==> src/rtl/wb_rr_arbiter_if.sv <==
// rtl/wb_rr_arbiter_if.sv - Wishbone bus bundle between NM masters, the arbiter and one slave
//
// Purpose: carries every per-master and slave-side Wishbone signal of the
// round-robin arbiter so the top level only needs clock, reset and status pins.
//
// Signals (suffix _i / _o is relative to the arbiter):
//   m_cyc_i, m_stb_i, m_we_i  [NM]     per-master cycle / strobe / write enable
//   m_sel_i                   [4*NM]   byte selects, master k at [4k+3:4k]
//   m_adr_i, m_dat_i          [32*NM]  address / write data, master k at [32k+31:32k]
//   m_ack_o, m_err_o          [NM]     ack / timeout error to the granted master only
//   m_dat_o                   [32]     read data broadcast to all masters
//   s_cyc_o, s_stb_o, s_we_o           slave cycle / strobe / write enable
//   s_sel_o [4], s_adr_o [32], s_dat_o [32]  slave byte selects / address / write data
//   s_ack_i, s_dat_i [32]              slave ack / read data
//
// Modports:
//   slave  - the arbiter's view (it is the slave of the master side)
//   master - the environment's view (masters plus the user slave core)

interface wb_rr_arbiter_if #(
    parameter int NM = 2
);
    logic [NM-1:0]    m_cyc_i;
    logic [NM-1:0]    m_stb_i;
    logic [NM-1:0]    m_we_i;
    logic [4*NM-1:0]  m_sel_i;
    logic [32*NM-1:0] m_adr_i;
    logic [32*NM-1:0] m_dat_i;
    logic [NM-1:0]    m_ack_o;
    logic [NM-1:0]    m_err_o;
    logic [31:0]      m_dat_o;

    logic             s_cyc_o;
    logic             s_stb_o;
    logic             s_we_o;
    logic [3:0]       s_sel_o;
    logic [31:0]      s_adr_o;
    logic [31:0]      s_dat_o;
    logic             s_ack_i;
    logic [31:0]      s_dat_i;

    modport slave (
        input  m_cyc_i, m_stb_i, m_we_i, m_sel_i, m_adr_i, m_dat_i,
        output m_ack_o, m_err_o, m_dat_o,
        output s_cyc_o, s_stb_o, s_we_o, s_sel_o, s_adr_o, s_dat_o,
        input  s_ack_i, s_dat_i
    );

    modport master (
        output m_cyc_i, m_stb_i, m_we_i, m_sel_i, m_adr_i, m_dat_i,
        input  m_ack_o, m_err_o, m_dat_o,
        input  s_cyc_o, s_stb_o, s_we_o, s_sel_o, s_adr_o, s_dat_o,
        output s_ack_i, s_dat_i
    );
endinterface

==> src/rtl/wb_rr_arbiter.sv <==
// rtl/wb_rr_arbiter.sv - round-robin Wishbone classic arbiter with bus-timeout watchdog
//
// Purpose: lets NM masters share one user-area slave. A master that wins
// arbitration keeps the bus for its whole cycle (cyc high); the next grant is
// searched from the master after the last winner, so with every master
// requesting the grant order is 0,1,..,NM-1,0,... A watchdog ends a strobe
// that waits TIMEOUT cycles without an ack with a one-cycle error.
//
// Parameters:
//   NM       number of masters (2..8), master 0 wins first after reset
//   TIMEOUT  strobe cycles without ack before the error response
//   TO_W     watchdog counter width, TIMEOUT < 2**TO_W
//
// Ports:
//   wb_clk_i   in   clock
//   wb_rst_i   in   synchronous reset, active-high
//   bus        if   wb_rr_arbiter_if.slave, all master and slave Wishbone signals
//   grant_o    out  one-hot current grant, zero when idle
//   busy_o     out  high while a master owns the bus

module wb_rr_arbiter #(
    parameter int NM      = 2,
    parameter int TIMEOUT = 255,
    parameter int TO_W    = 8
) (
    input  logic                 wb_clk_i,
    input  logic                 wb_rst_i,
    wb_rr_arbiter_if.slave       bus,
    output logic [NM-1:0]        grant_o,
    output logic                 busy_o
);

    localparam int IW = (NM > 1) ? $clog2(NM) : 1;

    typedef enum logic {
        IDLE = 1'b0,
        BUSY = 1'b1
    } state_t;

    state_t           state_q, state_d;
    logic [NM-1:0]    grant_q, grant_d;
    logic [IW-1:0]    last_q, last_d;
    logic [IW-1:0]    gidx_q, gidx_d;
    logic [TO_W-1:0]  cnt_q, cnt_d;

    logic             busy;
    logic             win_found;
    logic [IW-1:0]    win_idx;
    logic [IW-1:0]    cand;

    logic             g_cyc;
    logic             g_stb;
    logic             g_we;
    logic [3:0]       g_sel;
    logic [31:0]      g_adr;
    logic [31:0]      g_dat;

    logic             to_hit;
    logic             s_stb;
    logic             ack_any;
    logic             err_any;

    assign busy = (state_q == BUSY);

    // Round-robin search: first requester starting just after the last winner,
    // wrapping around. last_q itself is checked last, so a lone requester still wins.
    always_comb begin
        win_found = 1'b0;
        win_idx   = '0;
        cand      = '0;
        for (int k = 1; k <= NM; k++) begin
            cand = IW'((int'(last_q) + k) % NM);
            if (!win_found && bus.m_cyc_i[cand]) begin
                win_found = 1'b1;
                win_idx   = cand;
            end
        end
    end

    // Granted master's signals; everything reads as zero when nobody is granted.
    always_comb begin
        g_cyc = 1'b0;
        g_stb = 1'b0;
        g_we  = 1'b0;
        g_sel = '0;
        g_adr = '0;
        g_dat = '0;
        for (int i = 0; i < NM; i++) begin
            if (busy && (gidx_q == IW'(i))) begin
                g_cyc = bus.m_cyc_i[i];
                g_stb = bus.m_stb_i[i];
                g_we  = bus.m_we_i[i];
                g_sel = bus.m_sel_i[4*i +: 4];
                g_adr = bus.m_adr_i[32*i +: 32];
                g_dat = bus.m_dat_i[32*i +: 32];
            end
        end
    end

    // Watchdog: the counter holds the number of strobe cycles already spent
    // waiting, so it equals TIMEOUT on the (TIMEOUT+1)-th waiting cycle.
    assign to_hit = busy && (cnt_q == TO_W'(TIMEOUT));
    assign s_stb  = g_stb & ~to_hit;

    // The ack is qualified by the master's own strobe rather than s_stb so
    // that an ack landing in the watchdog cycle still completes the transfer.
    assign ack_any = busy & g_stb & bus.s_ack_i;
    assign err_any = to_hit & ~bus.s_ack_i;

    assign bus.m_ack_o = ack_any ? grant_q : '0;
    assign bus.m_err_o = err_any ? grant_q : '0;
    assign bus.m_dat_o = bus.s_dat_i;

    assign bus.s_cyc_o = g_cyc;
    assign bus.s_stb_o = s_stb;
    assign bus.s_we_o  = g_we;
    assign bus.s_sel_o = g_sel;
    assign bus.s_adr_o = g_adr;
    assign bus.s_dat_o = g_dat;

    assign grant_o = grant_q;
    assign busy_o  = busy;

    always_comb begin
        state_d = state_q;
        grant_d = grant_q;
        last_d  = last_q;
        gidx_d  = gidx_q;
        cnt_d   = cnt_q;
        case (state_q)
            IDLE: begin
                cnt_d = '0;
                if (win_found) begin
                    state_d = BUSY;
                    grant_d = {{(NM-1){1'b0}}, 1'b1} << win_idx;
                    last_d  = win_idx;
                    gidx_d  = win_idx;
                end
            end
            BUSY: begin
                if (!g_cyc) begin
                    // Tenure over; the next grant is decided in the IDLE cycle,
                    // which always separates two tenures.
                    state_d = IDLE;
                    grant_d = '0;
                    cnt_d   = '0;
                end else if (bus.s_ack_i || to_hit) begin
                    cnt_d = '0;
                end else if (s_stb) begin
                    cnt_d = cnt_q + 1'b1;
                end
            end
            default: begin
                state_d = IDLE;
                grant_d = '0;
                cnt_d   = '0;
            end
        endcase
    end

    always_ff @(posedge wb_clk_i) begin
        if (wb_rst_i) begin
            state_q <= IDLE;
            grant_q <= '0;
            last_q  <= IW'(NM - 1);
            gidx_q  <= '0;
            cnt_q   <= '0;
        end else begin
            state_q <= state_d;
            grant_q <= grant_d;
            last_q  <= last_d;
            gidx_q  <= gidx_d;
            cnt_q   <= cnt_d;
        end
    end

endmodule
==> src/flat_wrapper.sv <==
// flat-port wrapper written by rule: the top's interface ports become plain ports
module wb_rr_arbiter_flat 
#(
    parameter int NM      = 2,
    parameter int TIMEOUT = 255,
    parameter int TO_W    = 8
)
  (wb_clk_i, wb_rst_i, grant_o, busy_o, bus_m_cyc_i, bus_m_stb_i, bus_m_we_i, bus_m_sel_i, bus_m_adr_i, bus_m_dat_i, bus_m_ack_o, bus_m_err_o, bus_m_dat_o, bus_s_cyc_o, bus_s_stb_o, bus_s_we_o, bus_s_sel_o, bus_s_adr_o, bus_s_dat_o, bus_s_ack_i, bus_s_dat_i);
  wb_rr_arbiter_if #(.NM(NM)) bus_i ();
  input  logic wb_clk_i;
  input  logic wb_rst_i;
  output logic [NM-1:0] grant_o;
  output logic busy_o;
  input wire logic [$bits(bus_i.m_cyc_i)-1:0] bus_m_cyc_i;
  input wire logic [$bits(bus_i.m_stb_i)-1:0] bus_m_stb_i;
  input wire logic [$bits(bus_i.m_we_i)-1:0] bus_m_we_i;
  input wire logic [$bits(bus_i.m_sel_i)-1:0] bus_m_sel_i;
  input wire logic [$bits(bus_i.m_adr_i)-1:0] bus_m_adr_i;
  input wire logic [$bits(bus_i.m_dat_i)-1:0] bus_m_dat_i;
  output wire logic [$bits(bus_i.m_ack_o)-1:0] bus_m_ack_o;
  output wire logic [$bits(bus_i.m_err_o)-1:0] bus_m_err_o;
  output wire logic [$bits(bus_i.m_dat_o)-1:0] bus_m_dat_o;
  output wire logic [$bits(bus_i.s_cyc_o)-1:0] bus_s_cyc_o;
  output wire logic [$bits(bus_i.s_stb_o)-1:0] bus_s_stb_o;
  output wire logic [$bits(bus_i.s_we_o)-1:0] bus_s_we_o;
  output wire logic [$bits(bus_i.s_sel_o)-1:0] bus_s_sel_o;
  output wire logic [$bits(bus_i.s_adr_o)-1:0] bus_s_adr_o;
  output wire logic [$bits(bus_i.s_dat_o)-1:0] bus_s_dat_o;
  input wire logic [$bits(bus_i.s_ack_i)-1:0] bus_s_ack_i;
  input wire logic [$bits(bus_i.s_dat_i)-1:0] bus_s_dat_i;
  assign bus_i.m_cyc_i = bus_m_cyc_i;
  assign bus_i.m_stb_i = bus_m_stb_i;
  assign bus_i.m_we_i = bus_m_we_i;
  assign bus_i.m_sel_i = bus_m_sel_i;
  assign bus_i.m_adr_i = bus_m_adr_i;
  assign bus_i.m_dat_i = bus_m_dat_i;
  assign bus_m_ack_o = bus_i.m_ack_o;
  assign bus_m_err_o = bus_i.m_err_o;
  assign bus_m_dat_o = bus_i.m_dat_o;
  assign bus_s_cyc_o = bus_i.s_cyc_o;
  assign bus_s_stb_o = bus_i.s_stb_o;
  assign bus_s_we_o = bus_i.s_we_o;
  assign bus_s_sel_o = bus_i.s_sel_o;
  assign bus_s_adr_o = bus_i.s_adr_o;
  assign bus_s_dat_o = bus_i.s_dat_o;
  assign bus_i.s_ack_i = bus_s_ack_i;
  assign bus_i.s_dat_i = bus_s_dat_i;
  wb_rr_arbiter #(.NM(NM), .TIMEOUT(TIMEOUT), .TO_W(TO_W)) u_core (.wb_clk_i(wb_clk_i), .wb_rst_i(wb_rst_i), .bus(bus_i), .grant_o(grant_o), .busy_o(busy_o));
endmodule
==> config.mk <==
export PLATFORM = sky130hd
export DESIGN_NAME = wb_rr_arbiter_flat
export DESIGN_NICKNAME = d
export VERILOG_FILES = /design/src/rtl/wb_rr_arbiter_if.sv /design/src/rtl/wb_rr_arbiter.sv /design/src/flat_wrapper.sv
export SDC_FILE = /design/constraint.sdc
export NUM_CORES = 1
export LEC_CHECK = 0
export CAP_MARGIN = 20
export CORE_AREA = 2 2 111 113
export DETAILED_ROUTE_END_ITERATION = 10
export DIE_AREA = 0 0 113 115
export PLACE_DENSITY = 0.69
export RECOVER_POWER = 25
export SYNTH_ARGS = -nofsm -noshare
export SYNTH_HDL_FRONTEND = slang
export SYNTH_SLANG_ARGS = --single-unit
==> constraint.sdc <==
create_clock -name wb_clk_i -period 2.7 [get_ports wb_clk_i]
set_clock_uncertainty 0.15 [all_clocks]
set_input_delay 0.54 -clock wb_clk_i [delete_from_list [all_inputs] [get_ports wb_clk_i]]
set_output_delay 0.54 -clock wb_clk_i [all_outputs]
set_load 0.05 [all_outputs]
==> impl_metrics.prom, run 1 <==
# TYPE chip_impl_metric gauge
chip_impl_info{name="outcome",value="finished, violations left"} 1
chip_impl_info{name="violations_in_the_final_reports",value="DRC"} 1
chip_impl_metric{name="clkLatencyLatePin",unit="ns"} 0.24
chip_impl_metric{name="post-route-period-util",unit="%"} 95.7
chip_impl_metric{name="core_area",unit="um^2"} 11800
chip_impl_info{name="path_cells",value="clkdlybuf4s50_1, mux2_4, and2_1, and3_1, buf_12"} 1
chip_impl_metric{name="vdd_drop_max",unit="mV"} 0.201
chip_impl_metric{name="worst_ep_arrival_time",unit="ns"} 1.90
chip_impl_metric{name="synthToLayoutAreaGrowth",unit="%"} 150
chip_impl_metric{name="detailroute.via_count",unit=""} 2505
chip_impl_metric{name="drt-wirelength-per-cell",unit="um"} 14.6
chip_impl_metric{name="fraction_of_the_yosys_area_taken_by_sequential_cells",unit="%"} 12.6
chip_impl_metric{name="clk_transition_reported_paths",unit="ns"} 0.04
chip_impl_info{name="cts_root_buffer",value="sky130_fd_sc_hd__clkbuf_16"} 1
chip_impl_metric{name="antenna_cells",unit=""} 0
chip_impl_metric{name="row_count",unit=""} 40
chip_impl_info{name="min_path_type",value="reg -> reg"} 1
chip_impl_metric{name="avgSynthCellArea",unit="um^2"} 7.96
chip_impl_metric{name="finalSetupTns",unit="ns"} 0
chip_impl_metric{name="h-tree-depth",unit=""} 1
chip_impl_metric{name="grt_start_max_net_pins",unit=""} 45
chip_impl_metric{name="synth_edf_count",unit=""} 0
chip_impl_metric{name="drtPass1Iterations",unit=""} 7
chip_impl_metric{name="routabilityCongestion",unit=""} 0.799
chip_impl_metric{name="cap_viol_max_count",unit=""} 0
chip_impl_metric{name="route.detailed.drc",unit=""} 13
chip_impl_metric{name="drive_gt1_share",unit="%"} 31.1
chip_impl_info{name="postSynth.topFlopCell",value="sky130_fd_sc_hd__dfxtp_1"} 1
chip_impl_metric{name="place_worst_setup_slack",unit="ns"} 0.116
chip_impl_metric{name="grt_remaining_overflow",unit=""} 0
chip_impl_metric{name="initial_utilization",unit="%"} 17.5
chip_impl_metric{name="sequential_share_of_power",unit="%"} 13.5
chip_impl_metric{name="setup-violations-final",unit=""} 0
chip_impl_metric{name="achievable-frequency",unit="MHz"} 387
chip_impl_metric{name="grt_pass1_vias",unit=""} 2606
chip_impl_info{name="synth_top_cell_by_area",value="sky130_fd_sc_hd__mux2i_1"} 1
chip_impl_metric{name="tightest_slew",unit="ns"} 0.512
chip_impl_metric{name="place.port_buffers",unit=""} 222
chip_impl_metric{name="power.static_leakage",unit="nW"} 1.88
chip_impl_metric{name="post_synth_fa_ha_maj_area_fraction",unit="%"} 0.604
chip_impl_metric{name="detailedRoute.firstIterationViolations",unit=""} 67
chip_impl_metric{name="synth-simple-area-share",unit="%"} 30.0
chip_impl_metric{name="synth_cells",unit=""} 260
chip_impl_metric{name="critPathMaxFanout",unit=""} 8
chip_impl_info{name="post_synth_main_area_contributors",value="sky130_fd_sc_hd__mux2i_1, sky130_fd_sc_hd__nor2b_1, sky130_fd_sc_hd__dfxtp_1, sky130_fd_sc_hd__buf_4, sky130_fd_sc_hd__clkbuf_1"} 1
chip_impl_metric{name="proportion_of_netlist_area_held_by_the_largest_area_contributor",unit="%"} 33.8
chip_impl_metric{name="cts.sinks",unit=""} 13
chip_impl_metric{name="first_pass_grt_wire_length",unit="mm"} 13.0
chip_impl_metric{name="tritoncts.num_buffers",unit=""} 3
chip_impl_metric{name="grt_antenna_before_repair",unit=""} 0
chip_impl_info{name="worst-setup-path-type",value="in -> out"} 1
chip_impl_info{name="top_cell_types_by_occurrence_after_synthesis",value="sky130_fd_sc_hd__mux2i_1, sky130_fd_sc_hd__nor2b_1, sky130_fd_sc_hd__buf_4, sky130_fd_sc_hd__clkbuf_1, sky130_fd_sc_hd__dfxtp_1"} 1
chip_impl_metric{name="cts_resized",unit=""} 0
chip_impl_metric{name="post_layout_nonfiller_instances",unit=""} 588
chip_impl_metric{name="finalHoldViolations",unit=""} 0
chip_impl_metric{name="ys_async_sr_fraction",unit="%"} 0
chip_impl_metric{name="mappedNetlistNets",unit=""} 438
chip_impl_metric{name="ctsLongestPathBuffers",unit=""} 2
chip_impl_metric{name="detail_route.wirelength",unit="mm"} 8.60
chip_impl_metric{name="p_int",unit="uW"} 979
chip_impl_metric{name="power.share.combinational",unit="%"} 68.9
chip_impl_info{name="critPathSlowestCell",value="sky130_fd_sc_hd__clkdlybuf4s50_1"} 1
chip_impl_metric{name="fraction_of_the_mapped_netlist_area_in_compound_gates",unit="%"} 6.53
chip_impl_metric{name="timing_max_transition_violations_final",unit=""} 0
chip_impl_metric{name="max_stage_delay",unit="ns"} 0.41
chip_impl_metric{name="postCtsHoldBufs",unit=""} 0
chip_impl_metric{name="yosys.area_share.xor_xnor",unit="%"} 0.423
chip_impl_metric{name="net-switching-power",unit="uW"} 592
chip_impl_metric{name="post-route-worst-setup-slack",unit="ns"} 0.115
chip_impl_metric{name="die_height",unit="um"} 115
chip_impl_metric{name="required",unit="ns"} 2.01
chip_impl_metric{name="post_synth_mux_area_share",unit="%"} 34.6
chip_impl_metric{name="synth.distinct_cells",unit=""} 32
chip_impl_metric{name="final_util",unit="%"} 43.8
chip_impl_metric{name="p_per_area",unit="nW/um^2"} 304
chip_impl_metric{name="ios",unit=""} 287
chip_impl_info{name="cp-start-kind",value="input port"} 1
chip_impl_metric{name="ys_warn_count",unit=""} 0
chip_impl_metric{name="syn_area",unit="um^2"} 2070
chip_impl_metric{name="power.clock.fraction",unit="%"} 17.6
chip_impl_info{name="rsz_0062_raised_after_global_routing",value="false"} 1
chip_impl_metric{name="die_area",unit="um^2"} 13000
chip_impl_metric{name="min_period",unit="ns"} 2.59
chip_impl_metric{name="ant_nets",unit=""} 0
chip_impl_metric{name="die_width",unit="um"} 113
chip_impl_metric{name="gr_util_all_layers",unit="%"} 12.4
chip_impl_metric{name="cts_post_setup_buffers_inserted",unit=""} 0
chip_impl_info{name="tritoncts_clock_tree",value="done"} 1
chip_impl_info{name="synth_top_family_by_area",value="multiplexers"} 1
chip_impl_info{name="end_kind",value="primary output"} 1
chip_impl_metric{name="sw_share",unit="%"} 37.7
chip_impl_metric{name="filler_cell_count",unit=""} 1088
chip_impl_metric{name="half_perimeter_wire_length_after_detailed_placement",unit="mm"} 7.58
chip_impl_metric{name="route.detailed.vias_per_inst",unit=""} 4.26
chip_impl_metric{name="placedCellCount",unit=""} 584
chip_impl_metric{name="slew_headroom",unit="%"} 65.8
chip_impl_metric{name="synth.ff_latch_count",unit=""} 13
chip_impl_metric{name="layout.nets",unit=""} 620
path summary, 6_finish.rpt:
path	from	to	slack [ns]	depth (start not counted)
worst max register to register	u_core.gidx_q$_SDFFE_PP0P_	u_core.cnt_q[3]$_SDFFE_PP0P_	0.79	4
worst max-delay path	bus_m_stb_i[1]	bus_m_ack_o[0]	0.11	5
worst min register to register	u_core.cnt_q[1]$_SDFFE_PP0P_	u_core.cnt_q[1]$_SDFFE_PP0P_	0.33	2
worst min-delay path	u_core.cnt_q[1]$_SDFFE_PP0P_	u_core.cnt_q[1]$_SDFFE_PP0P_	0.33	2
cells by family (layout without fill, tap and decap cells):
logic type,count (synthesis),after routing
xor gates and xnor gates,1,1
DFF,13,13
muxes,71,71
and+or+nand+nor,101,101
AOI/OAI and AO/OA,22,22
buffers and inverters,51,232
adders and majority gates,1,1
per-stage QoR:
| stage | hold slack (ns) | instance area [um^2] | power, mW |
|---|---|---|---|
| finish | 0.330 | 5170 | 1.57 |
| global route | 0.365 | 5170 | 1.64 |
| CTS | 0.331 | 5170 | 1.59 |
| detailed placement | 0.325 | 5090 | 1.31 |
| global placement | 0.311 | 5090 | 1.30 |
| floorplan | 0.299 | 2200 | 0.837 |
power by group through the flow:
stage / clock, mW / sequential (mW) / combinational (mW)
floorplan: 0 / 0.217 / 0.620
global route: 0.292 / 0.214 / 1.13
finish: 0.276 / 0.212 / 1.08
detailed placement: 0 / 0.216 / 1.09
global placement: 0 / 0.216 / 1.08
CTS: 0.281 / 0.213 / 1.10
critical path, delay by kind of cell:
family	cells	cell delay [ns]
simple gates	2	0.50
buf+inv	2	0.56
mux	1	0.29
layout make-up:
| type | count | area, um^2 | share of cell area (%) |
|---|---|---|---|
| Multi-Input combinational cell | 196 | 1620 | 31.3 |
| Clock buffer | 4 | 78.8 | 1.52 |
| Sequential cell | 13 | 265 | 5.13 |
| Inverter | 1 | 3.75 | 0.0726 |
| Timing Repair Buffer | 227 | 3020 | 58.4 |
| Tap cell | 147 | 184 | 3.56 |
cell usage in the layout, fill, tap and decap left out, types with 2 or more instances in the layout:
| cell | netlist | routed |
|---|---|---|
| sky130_fd_sc_hd__nand3_1 | 2 | 2 |
| sky130_fd_sc_hd__clkbuf_16 | 0 | 3 |
| sky130_fd_sc_hd__nor2b_2 | 0 | 50 |
| sky130_fd_sc_hd__buf_12 | 0 | 76 |
| sky130_fd_sc_hd__dfxtp_1 | 13 | 11 |
| sky130_fd_sc_hd__and3_1 | 5 | 5 |
| sky130_fd_sc_hd__clkdlybuf4s50_1 | 0 | 147 |
| sky130_fd_sc_hd__a21oi_1 | 9 | 9 |
| sky130_fd_sc_hd__nor3b_1 | 3 | 3 |
| sky130_fd_sc_hd__nor2b_1 | 70 | 20 |
| sky130_fd_sc_hd__mux2i_1 | 70 | 70 |
| sky130_fd_sc_hd__buf_4 | 33 | 4 |
| sky130_fd_sc_hd__and2_1 | 2 | 2 |
| sky130_fd_sc_hd__nor2_1 | 4 | 4 |
| sky130_fd_sc_hd__a311oi_1 | 3 | 3 |
| sky130_fd_sc_hd__nand2_1 | 7 | 7 |
| sky130_fd_sc_hd__o21ai_0 | 5 | 5 |
flip-flops by register name, indices dropped and copies added (netlist names):
| name | flops |
|---|---|
| u_core.cnt_q | 8 |
| u_core.grant_o | 2 |
| u_core.busy_o | 1 |
| u_core.gidx_q | 1 |
| u_core.last_q | 1 |
routing by layer:
layer	track usage (%)	wire length [um]	vias up
li1	-	-	1226
met1	13.1	3080	1117
met2	25.0	4610	152
met3	1.90	739	10
met4	3.90	165	0
met5	0	0	-
Power figures use the tool's default switching activity.
==> run 2: changes to the inputs <==
Settings changed: GPL_TIMING_DRIVEN set to 0.
==> impl_metrics.prom, run 2 (same netlist as run 1, synthesis figures left out) <==
# TYPE chip_impl_metric gauge
chip_impl_info{name="outcome",value="finished, violations left"} 1
chip_impl_info{name="violations_in_the_final_reports",value="DRC"} 1
chip_impl_metric{name="die_area",unit="um^2"} 13000
chip_impl_info{name="tritoncts_clock_tree",value="done"} 1
chip_impl_metric{name="synthToLayoutAreaGrowth",unit="%"} 139
chip_impl_metric{name="routabilityCongestion",unit=""} 0.839
chip_impl_metric{name="grt_start_max_net_pins",unit=""} 12
chip_impl_metric{name="die_width",unit="um"} 113
chip_impl_metric{name="setup-violations-final",unit=""} 0
chip_impl_metric{name="cts_post_setup_buffers_inserted",unit=""} 0
chip_impl_metric{name="clk_transition_reported_paths",unit="ns"} 0.04
chip_impl_info{name="top_register",value="u_core.cnt_q"} 1
chip_impl_info{name="final_cell_mix",value="sky130_fd_sc_hd__clkdlybuf4s50_1, sky130_fd_sc_hd__mux2i_1, sky130_fd_sc_hd__nor2b_2"} 1
chip_impl_metric{name="place_worst_setup_slack",unit="ns"} -0.578
chip_impl_metric{name="largest_reg_flops",unit=""} 8
chip_impl_metric{name="first_pass_grt_wire_length",unit="mm"} 13.7
chip_impl_metric{name="die_height",unit="um"} 115
chip_impl_info{name="layout.cells.most_common",value="sky130_fd_sc_hd__clkdlybuf4s50_1"} 1
chip_impl_metric{name="core_area",unit="um^2"} 11800
chip_impl_metric{name="half_perimeter_wire_length_after_detailed_placement",unit="mm"} 8.22
chip_impl_metric{name="detailroute.via_count",unit=""} 2751
chip_impl_info{name="cts_root_buffer",value="sky130_fd_sc_hd__clkbuf_16"} 1
chip_impl_metric{name="power.static_leakage",unit="nW"} 1.94
chip_impl_metric{name="tightest_slew",unit="ns"} 0.519
chip_impl_metric{name="achievable-frequency",unit="MHz"} 380
chip_impl_metric{name="h-tree-depth",unit=""} 1
chip_impl_metric{name="clkLatencyLatePin",unit="ns"} 0.24
chip_impl_metric{name="multiInputGateArea",unit="um^2"} 1620
chip_impl_metric{name="detailedRoute.firstIterationViolations",unit=""} 70
chip_impl_metric{name="placedCellCount",unit=""} 661
chip_impl_metric{name="final_util",unit="%"} 42.0
chip_impl_metric{name="grt_remaining_overflow",unit=""} 0
chip_impl_metric{name="detail_route.wirelength",unit="mm"} 9.30
chip_impl_metric{name="row_count",unit=""} 40
chip_impl_info{name="end_kind",value="primary output"} 1
chip_impl_metric{name="ios",unit=""} 287
chip_impl_metric{name="required",unit="ns"} 2.01
chip_impl_metric{name="min_period",unit="ns"} 2.63
chip_impl_metric{name="final-seq-area",unit="um^2"} 260
chip_impl_metric{name="drtPass1Iterations",unit=""} 8
chip_impl_metric{name="post-route-period-util",unit="%"} 97.6
chip_impl_metric{name="ant_nets",unit=""} 0
chip_impl_metric{name="cts.sinks",unit=""} 13
chip_impl_metric{name="filler_cell_count",unit=""} 1182
chip_impl_metric{name="slew_headroom",unit="%"} 65.3
chip_impl_metric{name="route.detailed.drc",unit=""} 13
chip_impl_metric{name="gr_util_all_layers",unit="%"} 13.1
chip_impl_metric{name="vdd_drop_max",unit="mV"} 0.143
chip_impl_metric{name="post-route-worst-setup-slack",unit="ns"} 0.0656
chip_impl_metric{name="grt_pass1_vias",unit=""} 2835
chip_impl_metric{name="grt_antenna_before_repair",unit=""} 0
chip_impl_metric{name="route.detailed.vias_per_inst",unit=""} 4.15
chip_impl_metric{name="layout.nets",unit=""} 695
chip_impl_info{name="cp-start-kind",value="input port"} 1
chip_impl_metric{name="fin_total_pwr",unit="mW"} 1.51
chip_impl_metric{name="cap_viol_max_count",unit=""} 0
chip_impl_metric{name="ctsLongestPathBuffers",unit=""} 2
chip_impl_metric{name="critPathMaxFanout",unit=""} 6
chip_impl_metric{name="drt-wirelength-per-cell",unit="um"} 14.0
chip_impl_metric{name="finalHoldViolations",unit=""} 0
chip_impl_metric{name="tritoncts.num_buffers",unit=""} 3
chip_impl_metric{name="initial_utilization",unit="%"} 17.5
chip_impl_info{name="rsz_0062_raised_after_global_routing",value="false"} 1
chip_impl_metric{name="worst_ep_arrival_time",unit="ns"} 1.94
chip_impl_metric{name="timing_max_transition_violations_final",unit=""} 0
chip_impl_metric{name="hold_ws",unit="ns"} 0.323
chip_impl_info{name="min_path_type",value="reg -> reg"} 1
chip_impl_metric{name="post_layout_nonfiller_instances",unit=""} 663
chip_impl_metric{name="p_per_area",unit="nW/um^2"} 305
chip_impl_metric{name="drive_gt1_share",unit="%"} 30.4
chip_impl_info{name="worst-setup-path-type",value="in -> out"} 1
chip_impl_metric{name="place.port_buffers",unit=""} 254
chip_impl_metric{name="antenna_cells",unit=""} 0
## run 2: changes by cell type in the layout (fill, tap and decap cells not counted), moves of 19 or more
cell	change
sky130_fd_sc_hd__clkdlybuf4s15_2	+38
sky130_fd_sc_hd__dlygate4sd2_1	+19
sky130_fd_sc_hd__buf_4	+29
sky130_fd_sc_hd__clkbuf_2	+21
sky130_fd_sc_hd__buf_12	-76
sky130_fd_sc_hd__dlygate4sd3_1	+24
## run 2: report_power, final
group	switching [mW]	total, mW	internal [mW]	leakage [nW]
Clock	0.0802	0.279	0.199	0.0382
Combinational	0.571	1.03	0.459	1.80
Sequential	0.00694	0.206	0.199	0.106
## run 2: critical path, stage by stage
cell	delay, ns
sky130_fd_sc_hd__clkdlybuf4s50_1	0.57
sky130_fd_sc_hd__mux2i_1	0.18
sky130_fd_sc_hd__nor2b_1	0.24
sky130_fd_sc_hd__clkdlybuf4s15_2	0.41
## run 2: metal layers
metal | vias to the layer above | share of wire, % | GRT usage [%] | routed length [um]
li1 | 1372 | - | - | -
met1 | 1203 | 34 | 13.7 | 3200
met2 | 163 | 53 | 25.9 | 4950
met3 | 13 | 10 | 2.95 | 972
met4 | 0 | 1.9 | 3.98 | 176
met5 | - | 0 | 0 | 0
## run 2: worst paths after layout
check                               startpoint                           end  slack [ns]  depth (start not counted)
setup / recovery                bus_m_cyc_i[1]                   bus_s_cyc_o        0.07                          4
hold / removal    u_core.cnt_q[1]$_SDFFE_PP0P_  u_core.cnt_q[1]$_SDFFE_PP0P_        0.32                          2
setup reg to reg    u_core.gidx_q$_SDFFE_PP0P_  u_core.cnt_q[3]$_SDFFE_PP0P_        0.81                          5
hold reg to reg   u_core.cnt_q[1]$_SDFFE_PP0P_  u_core.cnt_q[1]$_SDFFE_PP0P_        0.32                          2
## run 2: area by class of cell
type | count | area share [%]
Buffer | 48 | 6.48
Clock buffer | 4 | 1.59
Inverter | 1 | 0.0757
Multi-Input combinational cell | 196 | 32.7
Sequential cell | 13 | 5.25
Tap cell | 147 | 3.71
Timing Repair Buffer | 254 | 50.2
## run 2: through the flow
stage          setup TNS (ns)  cell area, um^2
4_1_cts                     0             5020
5_1_grt                     0             4960
3_5_place_dp           -23.73             4920
6_report                    0             4960
2_1_floorplan          -0.731             2200
3_3_place_gp           -21.65             4920
## run 2: what timing repair did
item                       in CTS  in global routing
hold buffers                    0                  0
resized for setup             194                 17
setup endpoints to repair      75                 16
==> run 3: changes to the inputs <==
Settings changed: CTS_BUF_LIST set to sky130_fd_sc_hd__clkbuf_8 sky130_fd_sc_hd__clkbuf_16.
==> impl_metrics.prom, run 3 (same netlist as run 1, synthesis figures left out) <==
# TYPE chip_impl_metric gauge
chip_impl_metric{name="sequential_share_of_power",unit="%"} 13.6
chip_impl_metric{name="drtPass1Iterations",unit=""} 9
chip_impl_metric{name="route.detailed.vias_per_inst",unit=""} 4.14
chip_impl_metric{name="half_perimeter_wire_length_after_detailed_placement",unit="mm"} 8.22
chip_impl_metric{name="post_dp_cell_area",unit="um^2"} 4920
chip_impl_metric{name="power.clock.fraction",unit="%"} 18.2
chip_impl_metric{name="clkLatencyLatePin",unit="ns"} 0.24
chip_impl_metric{name="routabilityCongestion",unit=""} 0.839
chip_impl_metric{name="p_int",unit="uW"} 853
chip_impl_metric{name="setup-violations-final",unit=""} 0
chip_impl_metric{name="layout.nets",unit=""} 695
chip_impl_metric{name="timing_max_transition_violations_final",unit=""} 0
chip_impl_metric{name="detail_route.wirelength",unit="mm"} 9.30
chip_impl_info{name="outcome",value="finished, violations left"} 1
chip_impl_metric{name="tritoncts.num_buffers",unit=""} 3
chip_impl_metric{name="cts.sinks",unit=""} 13
chip_impl_metric{name="power.share.combinational",unit="%"} 68.2
chip_impl_metric{name="cap_viol_max_count",unit=""} 0
chip_impl_metric{name="grt_antenna_before_repair",unit=""} 0
chip_impl_metric{name="post_layout_nonfiller_instances",unit=""} 663
chip_impl_metric{name="multiInputGateArea",unit="um^2"} 1620
chip_impl_info{name="rsz_0062_raised_after_global_routing",value="false"} 1
chip_impl_metric{name="reg2reg_slack",unit="ns"} 0.81
chip_impl_info{name="worstSetupStartpoint",value="bus_m_cyc_i[1]"} 1
chip_impl_metric{name="core_area",unit="um^2"} 11800
chip_impl_metric{name="grt_remaining_overflow",unit=""} 0
chip_impl_info{name="capture_point_of_the_critical_path",value="bus_s_cyc_o"} 1
chip_impl_info{name="violations_in_the_final_reports",value="DRC"} 1
chip_impl_metric{name="drt-wirelength-per-cell",unit="um"} 14.0
chip_impl_info{name="layout.cells.most_common",value="sky130_fd_sc_hd__clkdlybuf4s50_1"} 1
chip_impl_metric{name="die_area",unit="um^2"} 13000
chip_impl_info{name="worst-setup-path-type",value="in -> out"} 1
chip_impl_metric{name="drive_gt1_share",unit="%"} 30.4
chip_impl_metric{name="final-seq-area",unit="um^2"} 260
chip_impl_metric{name="grt_pass1_vias",unit=""} 2835
chip_impl_metric{name="synthToLayoutAreaGrowth",unit="%"} 139
chip_impl_info{name="final_cell_mix",value="sky130_fd_sc_hd__clkdlybuf4s50_1, sky130_fd_sc_hd__mux2i_1, sky130_fd_sc_hd__nor2b_2"} 1
chip_impl_metric{name="power.static_leakage",unit="nW"} 1.95
chip_impl_metric{name="rr_worst_depth",unit=""} 5
chip_impl_metric{name="slew_headroom",unit="%"} 65.3
chip_impl_metric{name="critPathMaxFanout",unit=""} 6
chip_impl_metric{name="clk_transition_reported_paths",unit="ns"} 0.04
chip_impl_info{name="cts_root_buffer",value="sky130_fd_sc_hd__clkbuf_16"} 1
chip_impl_info{name="min_path_type",value="reg -> reg"} 1
chip_impl_metric{name="initial_utilization",unit="%"} 17.5
chip_impl_metric{name="place.port_buffers",unit=""} 254
chip_impl_metric{name="placedCellCount",unit=""} 661
chip_impl_metric{name="worst_ep_arrival_time",unit="ns"} 1.94
chip_impl_metric{name="largest_reg_flops",unit=""} 8
chip_impl_info{name="reg2reg_from",value="u_core.gidx_q$_SDFFE_PP0P_"} 1
chip_impl_metric{name="postCtsHoldBufs",unit=""} 0
chip_impl_metric{name="grt_start_max_net_pins",unit=""} 12
chip_impl_metric{name="gr_util_all_layers",unit="%"} 13.1
chip_impl_metric{name="antenna_cells",unit=""} 0
chip_impl_metric{name="detailedRoute.firstIterationViolations",unit=""} 69
chip_impl_info{name="regToRegEndpoint",value="u_core.cnt_q[3]$_SDFFE_PP0P_"} 1
chip_impl_metric{name="cells_on_worst_hold_path",unit=""} 2
chip_impl_metric{name="min_period",unit="ns"} 2.63
chip_impl_metric{name="die_width",unit="um"} 113
chip_impl_metric{name="p_per_area",unit="nW/um^2"} 305
chip_impl_metric{name="cts_post_setup_buffers_inserted",unit=""} 0
chip_impl_metric{name="h-tree-depth",unit=""} 1
chip_impl_metric{name="ant_nets",unit=""} 0
chip_impl_info{name="cp-start-kind",value="input port"} 1
chip_impl_info{name="top_register",value="u_core.cnt_q"} 1
chip_impl_info{name="tritoncts_clock_tree",value="done"} 1
chip_impl_metric{name="die_height",unit="um"} 115
chip_impl_metric{name="tightest_slew",unit="ns"} 0.519
chip_impl_metric{name="sw_share",unit="%"} 43.6
chip_impl_metric{name="finalHoldViolations",unit=""} 0
chip_impl_metric{name="ios",unit=""} 287
chip_impl_metric{name="required",unit="ns"} 2.01
chip_impl_metric{name="detailroute.via_count",unit=""} 2747
chip_impl_metric{name="ctsLongestPathBuffers",unit=""} 2
chip_impl_metric{name="vdd_drop_max",unit="mV"} 0.143
chip_impl_metric{name="route.detailed.drc",unit=""} 13
chip_impl_metric{name="achievable-frequency",unit="MHz"} 380
chip_impl_metric{name="finalInstanceArea",unit="um^2"} 4960
chip_impl_metric{name="post-route-period-util",unit="%"} 97.6
chip_impl_metric{name="row_count",unit=""} 40
chip_impl_metric{name="filler_cell_count",unit=""} 1182
chip_impl_metric{name="net-switching-power",unit="uW"} 659
chip_impl_info{name="end_kind",value="primary output"} 1
chip_impl_metric{name="first_pass_grt_wire_length",unit="mm"} 13.7
[run 3: stage by stage]
stage | setup WS [ns] | hold slack [ns] | utilization, % | TNS, ns | total power [mW]
final | 0.0657 | 0.323 | 42.0 | 0 | 1.51
after global routing | 0.00364 | 0.356 | 42.0 | 0 | 1.57
after CTS | 0.00175 | 0.326 | 42.5 | 0 | 1.54
after global placement | -0.563 | 0.317 | 41.7 | -21.65 | 1.28
after detailed placement | -0.578 | 0.321 | 41.7 | -23.73 | 1.29
after floorplan | -0.366 | 0.299 | - | -0.731 | 0.837
[run 3: worst min path at each step]
stage | slack, ns | start | end
final | 0.32 | u_core.cnt_q[1]$_SDFFE_PP0P_ | u_core.cnt_q[1]$_SDFFE_PP0P_
after global routing | 0.36 | u_core.cnt_q[1]$_SDFFE_PP0P_ | u_core.cnt_q[1]$_SDFFE_PP0P_
after CTS | 0.33 | u_core.cnt_q[1]$_SDFFE_PP0P_ | u_core.cnt_q[1]$_SDFFE_PP0P_
after detailed placement | 0.32 | u_core.cnt_q[1]$_SDFFE_PP0P_ | u_core.cnt_q[1]$_SDFFE_PP0P_
after global placement | 0.32 | u_core.cnt_q[1]$_SDFFE_PP0P_ | u_core.cnt_q[1]$_SDFFE_PP0P_
after floorplan | 0.30 | u_core.cnt_q[1]$_SDFFE_PP0P_ | u_core.cnt_q[1]$_SDFFE_PP0P_
[run 3: layout make-up]
type | instances | area share (%)
Buffer | 48 | 6.48
Clock buffer | 3 | 1.51
Clock inverter | 1 | 0.0757
Inverter | 1 | 0.0757
Multi-Input combinational cell | 196 | 32.7
Sequential cell | 13 | 5.25
Tap cell | 147 | 3.71
Timing Repair Buffer | 254 | 50.2
[run 3: power by group through the flow]
stage / Combinational, mW / Clock [mW] / Sequential (mW)
floorplan: 0.620 / 0 / 0.217
global placement: 1.07 / 0 / 0.207
detailed placement: 1.08 / 0 / 0.207
CTS: 1.05 / 0.282 / 0.206
global route: 1.08 / 0.284 / 0.207
finish: 1.03 / 0.276 / 0.206
[run 3: critical path: stages]
cell and delay [ns]:
sky130_fd_sc_hd__clkdlybuf4s50_1 0.57, sky130_fd_sc_hd__mux2i_1 0.18, sky130_fd_sc_hd__nor2b_1 0.24, sky130_fd_sc_hd__clkdlybuf4s15_2 0.41
[run 3: repair_timing]
item                                    CTS  global route
endpoints found under the setup margin   75            16
gates cloned                              0             0
gates resized for setup                 194            17
[run 3: metal layers]
metal | part of all wire [%] | global-route usage, % | vias up | wire length (um)
li1 | - | - | 1372 | -
met1 | 34 | 13.7 | 1199 | 3200
met2 | 53 | 25.9 | 163 | 4960
met3 | 10 | 2.95 | 13 | 972
met4 | 1.9 | 3.98 | 0 | 176
met5 | 0 | 0 | - | 0
==> RTL change 1 (settings of run 2) <==
`TIMEOUT` is set to 255 in 2 places; all go to 128.
--- a/src/rtl/wb_rr_arbiter.sv
+++ b/src/rtl/wb_rr_arbiter.sv
@@ -21,5 +21,5 @@
 module wb_rr_arbiter #(
     parameter int NM      = 2,
-    parameter int TIMEOUT = 255,
+    parameter int TIMEOUT = 128,
     parameter int TO_W    = 8
 ) (
--- a/src/flat_wrapper.sv
+++ b/src/flat_wrapper.sv
@@ -3,5 +3,5 @@
 #(
     parameter int NM      = 2,
-    parameter int TIMEOUT = 255,
+    parameter int TIMEOUT = 128,
     parameter int TO_W    = 8
 )
Check against the original RTL: same outputs for any inputs over 10 cycles, from zero or initial values and one cycle with wb_rst_i high; that may be too few to reach the edited logic, so the function may still have changed.
==> RTL change 1 against run 2 <==
Power shrank 2.4%; largest cell class unchanged; routed wire length grew 13%; setup slack gained 24 ps; sequential cell count is the same; final area shrank 9.0%; global-route usage grew 1.7 points; the flow still finishes with violations (design-rule violations); area after synthesis shrank 4.0%.
==> RTL change 1: results (changes against run 2) <==
| Metric | Value |
|---|---|
| Vias in the first global route | 2877 (was 2835) |
| Violated checks | design-rule violations (unchanged) |
| Clock Network Area Fraction | 1.75% (was 1.59%) |
| Fillers | 1282 (was 1182) |
| Distinct cells, synth | 35 (was 32) |
| Multi-input gates | 205 (was 196) |
| # placed instances | 674 (was 661) |
| Critical Path AT | 1920 ps (was 1940 ps) |
| Post-detail-place hpwl | 9100 um (was 8220 um) |
| Sequential area share after synthesis | 13.1% (was 12.6%) |
| Net count after synthesis | 453 (was 438) |
| Share of layout cells above drive strength 1 | 22.6% (was 30.4%) |
| Largest cells by area after synthesis | mux2i_1 35%, nor2_1 14%, dfxtp_1 13% (was mux2i_1 34%, nor2b_1 21%, dfxtp_1 13%) |
| Average cell area after synthesis | 7.25 um^2 (was 7.96 um^2) |
| Total wire length | 10500 um (was 9300 um) |
| Drc violations | 4 (was 13) |
| Synthesis-to-finish area growth | 127% (was 139%) |
| Internal | 0.805 mW (was 0.856 mW) |
| Hold_sp | u_core.last_q (was u_core.cnt_q[1]) |
| Post-layout net count | 712 (was 695) |
| Largest net degree at the start of global routing | 11 (was 12) |
| Bufs w/o clock | 305 (was 302) |
| Crit path max fanout | 10 (was 6) |
| Worst-margin pin slew | 521 ps (was 519 ps) |
| Share of total power in combinational logic | 67.3% (was 68.0%) |
| Top cells by count, synth | 74 x nor2_1, 70 x mux2i_1, 33 x buf_4 (was 70 x mux2i_1, 70 x nor2b_1, 33 x buf_4) |
| Drt pass-1 iters | 7 (was 8) |
| Final std cells w/o fill | 679 (was 663) |
| Crit. Startpoint | bus_m_stb_i[0] (was bus_m_cyc_i[1]) |
| WHS Path Cells | 1 (was 2) |
| Worst vdd ir | 146 uV (was 143 uV) |
| FF-to-FF Start | u_core.gidx_q (unchanged) |
| Routability cong. | 0.782 (was 0.839) |
| Worst hold slack | 348 ps (was 323 ps) |
| Worst R2R Setup Slack | 960 ps (was 810 ps) |
| Gr usage total | 14.8% (was 13.1%) |
| Final Cell Area | 4510 um^2 (was 4960 um^2) |
| Final non-clock buffer share | 57.1% (was 56.7%) |
| Power after layout | 1.48 mW (was 1.51 mW) |
| Multi-input gate area | 1400 um^2 (was 1620 um^2) |
| Port buffer count | 253 (was 254) |
| CP endpoint | bus_m_ack_o[0] (was bus_s_cyc_o) |
| Slowest cell on the critical path | dlygate4sd3_1 (was clkdlybuf4s50_1) |
| Hold Path End | u_core.last_q (was u_core.cnt_q[1]) |
| Setup WS pre-CTS | -573 ps (was -578 ps) |
| Global-route wire length before repair | 15300 um (was 13700 um) |
| Nonclk inv count | 5 (was 1) |
| Fmax | 0.383 GHz (was 0.380 GHz) |
| Terminus of the critical flop-to-flop path | u_core.cnt_q[4] (was u_core.cnt_q[3]) |
| Initial drt markers | 163 (was 70) |
| Placement Cell Area | 4710 um^2 (was 4920 um^2) |
| Status | complete, but fails checks (unchanged) |
| Leakage power | 1.91 nW (was 1.94 nW) |
## RTL change 1: metal layers
metal	share of wire [%]	wire length (um)	global-route usage, %
met1	40	4200	18.5
met2	51	5400	26.3
met3	7.4	780	3.32
met4	1.3	134	3.17
met5	0	0	0
## RTL change 1: worst reg2reg max path: stages, from the launching register on
cell      delay (ps)
dfxtp_1          290
buf_4            170
mux2i_4          200
clkbuf_1         170
or4_1            530
a21oi_1          160
## RTL change 1: what timing repair did
action | 4_1_cts | 5_1_grt
hold buffers | 0 | 0
endpoints found under the setup margin | 75 | 73
setup buffers | 1 | 0
resized for setup | 193 | 140
## RTL change 1: logic make-up after synthesis
group / Yosys count / synth area share, %
multiplexers: 72 / 36.5
buffers and inverters: 56 / 17.4
AO/OA/AOI/OAI: 21 / 6.49
AND/OR/NAND/NOR: 110 / 25.3
adder cells (fa/ha/maj): 2 / 1.26
flip-flops: 13 / 13.1
==> RTL change 2 (config.mk and constraints of run 2) <==
Without the edit above. Register the output `bus.m_err_o`, without a reset; this adds one clock of latency there.
--- a/src/rtl/wb_rr_arbiter.sv
+++ b/src/rtl/wb_rr_arbiter.sv
@@ -109,5 +109,7 @@
 
     assign bus.m_ack_o = ack_any ? grant_q : '0;
-    assign bus.m_err_o = err_any ? grant_q : '0;
+    always_ff @(posedge wb_clk_i) begin
+        bus.m_err_o <= err_any ? grant_q : '0;
+    end
     assign bus.m_dat_o = bus.s_dat_i;
 
Behaviour: no difference found for any inputs over 10 cycles, from zero or initial values and one cycle with wb_rst_i high; that may be too few to reach the edited logic, so the function may still have changed.
==> RTL change 2 against run 2 <==
Power is 2.6% higher; the run still ends with design-rule violations left; count of clock-buffer cells in the layout down 1; area after synthesis is 3.0% higher; combinational power about the same; maximum frequency up 0.92%; critical path depth is 1 higher; sequential cell count grew 2; final area rose by 0.13%; setup slack improved by 24 ps; routed wire length is 2.9% higher.
==> RTL change 2: results (changes against run 2) <==
| Metric | Value |
|---|---|
| Worst R2R Setup Slack | 930 ps (was 810 ps) |
| Crit. Startpoint | u_core.cnt_q[0] (was bus_m_cyc_i[1]) |
| Largest family of logic cells by synthesized area | multiplexers (unchanged) |
| Net count after synthesis | 443 (was 438) |
| Vias per inst | 4.18 (was 4.15) |
| Setup WS pre-CTS | -722 ps (was -578 ps) |
| Met3 WL post-DR | 1200 um (was 972 um) |
| WHS Path Cells | 1 (was 2) |
| Multi-input gates | 200 (was 196) |
| Routability cong. | 0.752 (was 0.839) |
| Power after layout | 1.55 mW (was 1.51 mW) |
| Fillers | 1187 (was 1182) |
| WL met2 | 4960 um (was 4950 um) |
| Initial drt markers | 114 (was 70) |
| Hold Path End | u_core.bus.m_err_o[1] (was u_core.cnt_q[1]) |
| Total wire length | 9570 um (was 9300 um) |
| Terminus of the critical flop-to-flop path | u_core.cnt_q[4] (was u_core.cnt_q[3]) |
| Top cell family by delay on the critical path | simple AND/OR/NAND/NOR gates (was buffers and inverters) |
| Met3 global-route usage | 4.06% (was 2.95%) |
| Post-detail-place hpwl | 8400 um (was 8220 um) |
| XOR/XNOR share of the synthesized area | 2.05% (was 0.423%) |
| GR Layer Usage met1 | 14.3% (was 13.7%) |
| Distinct cells, synth | 34 (was 32) |
| Final std cells w/o fill | 672 (was 663) |
| Drt pass-1 iters | 7 (was 8) |
| Post-layout net count | 704 (was 695) |
| Met1 WL | 3370 um (was 3200 um) |
| Multi-input combinational area share | 32.6% (was 32.7%) |
| Violated checks | design-rule violations (unchanged) |
| Clock Network Area Fraction | 1.61% (was 1.59%) |
| Synth Area in Compound Gates | 5.10% (was 6.53%) |
| Hold_sp | u_core.grant_o[1] (was u_core.cnt_q[1]) |
| Worst-margin pin slew | 512 ps (was 519 ps) |
| Average cell area after synthesis | 8.05 um^2 (was 7.96 um^2) |
| Largest cells by area after synthesis | mux2i_1 33%, nor2b_1 21%, dfxtp_1 14% (was mux2i_1 34%, nor2b_1 21%, dfxtp_1 13%) |
| Sink Count | 15 (was 13) |
| Worst vdd ir | 174 uV (was 143 uV) |
| Status | complete, but fails checks (unchanged) |
| Drc violations | 20 (was 13) |
| Most flops, register | u_core.cnt_q (unchanged) |
| Critical Path AT | 1920 ps (was 1940 ps) |
| Post-synth top area share | 33.3% (was 33.8%) |
| Bufs w/o clock | 305 (was 302) |
| Switching Share | 43.2% (was 43.5%) |
| Adder-Cell Fraction of Synth Area | 0.587% (was 0.604%) |
| Top cells by count, synth | 71 x mux2i_1, 71 x nor2b_1, 33 x buf_4 (was 70 x mux2i_1, 70 x nor2b_1, 33 x buf_4) |
| Sequential area share after synthesis | 14.1% (was 12.6%) |
| Crit-path max cell delay | 440 ps (was 570 ps) |
| Placement Cell Area | 4960 um^2 (was 4920 um^2) |
| Post-synthesis mux area share | 34.4% (was 34.6%) |
-- RTL change 2: worst max-delay path by stage --
stage,endpoint,depth (start not counted),slack (ps)
detailed placement,bus_s_dat_o[0],5,-720
finish,bus_s_stb_o,5,90
global route,bus_s_stb_o,5,0.2
floorplan,bus_s_adr_o[13],4,80
CTS,bus_s_sel_o[3],4,1
global placement,bus_s_dat_o[0],5,-700
-- RTL change 2: repair_timing --
action | in CTS | in global routing
setup endpoints to repair | 73 | 69
endpoints found under the hold margin | 0 | 0
resized for setup | 179 | 53
buffers inserted | 0 | 2
-- RTL change 2: worst reg2reg max path: stages (launching register included) --
cell and delay [ps]:
dfxtp_1 440, ha_1 260, nand3_1 90, or3_1 380
nand3_1 250, nor2_1 90
-- RTL change 2: stage by stage --
stage               utilization (%)  hold WS, ps  setup TNS [ps]
floorplan                         -          319               0
global placement               42.0          335          -27560
detailed placement             42.0          351          -29210
CTS                            43.0          357               0
global route                   42.0          370               0
finish                         42.0          352               0
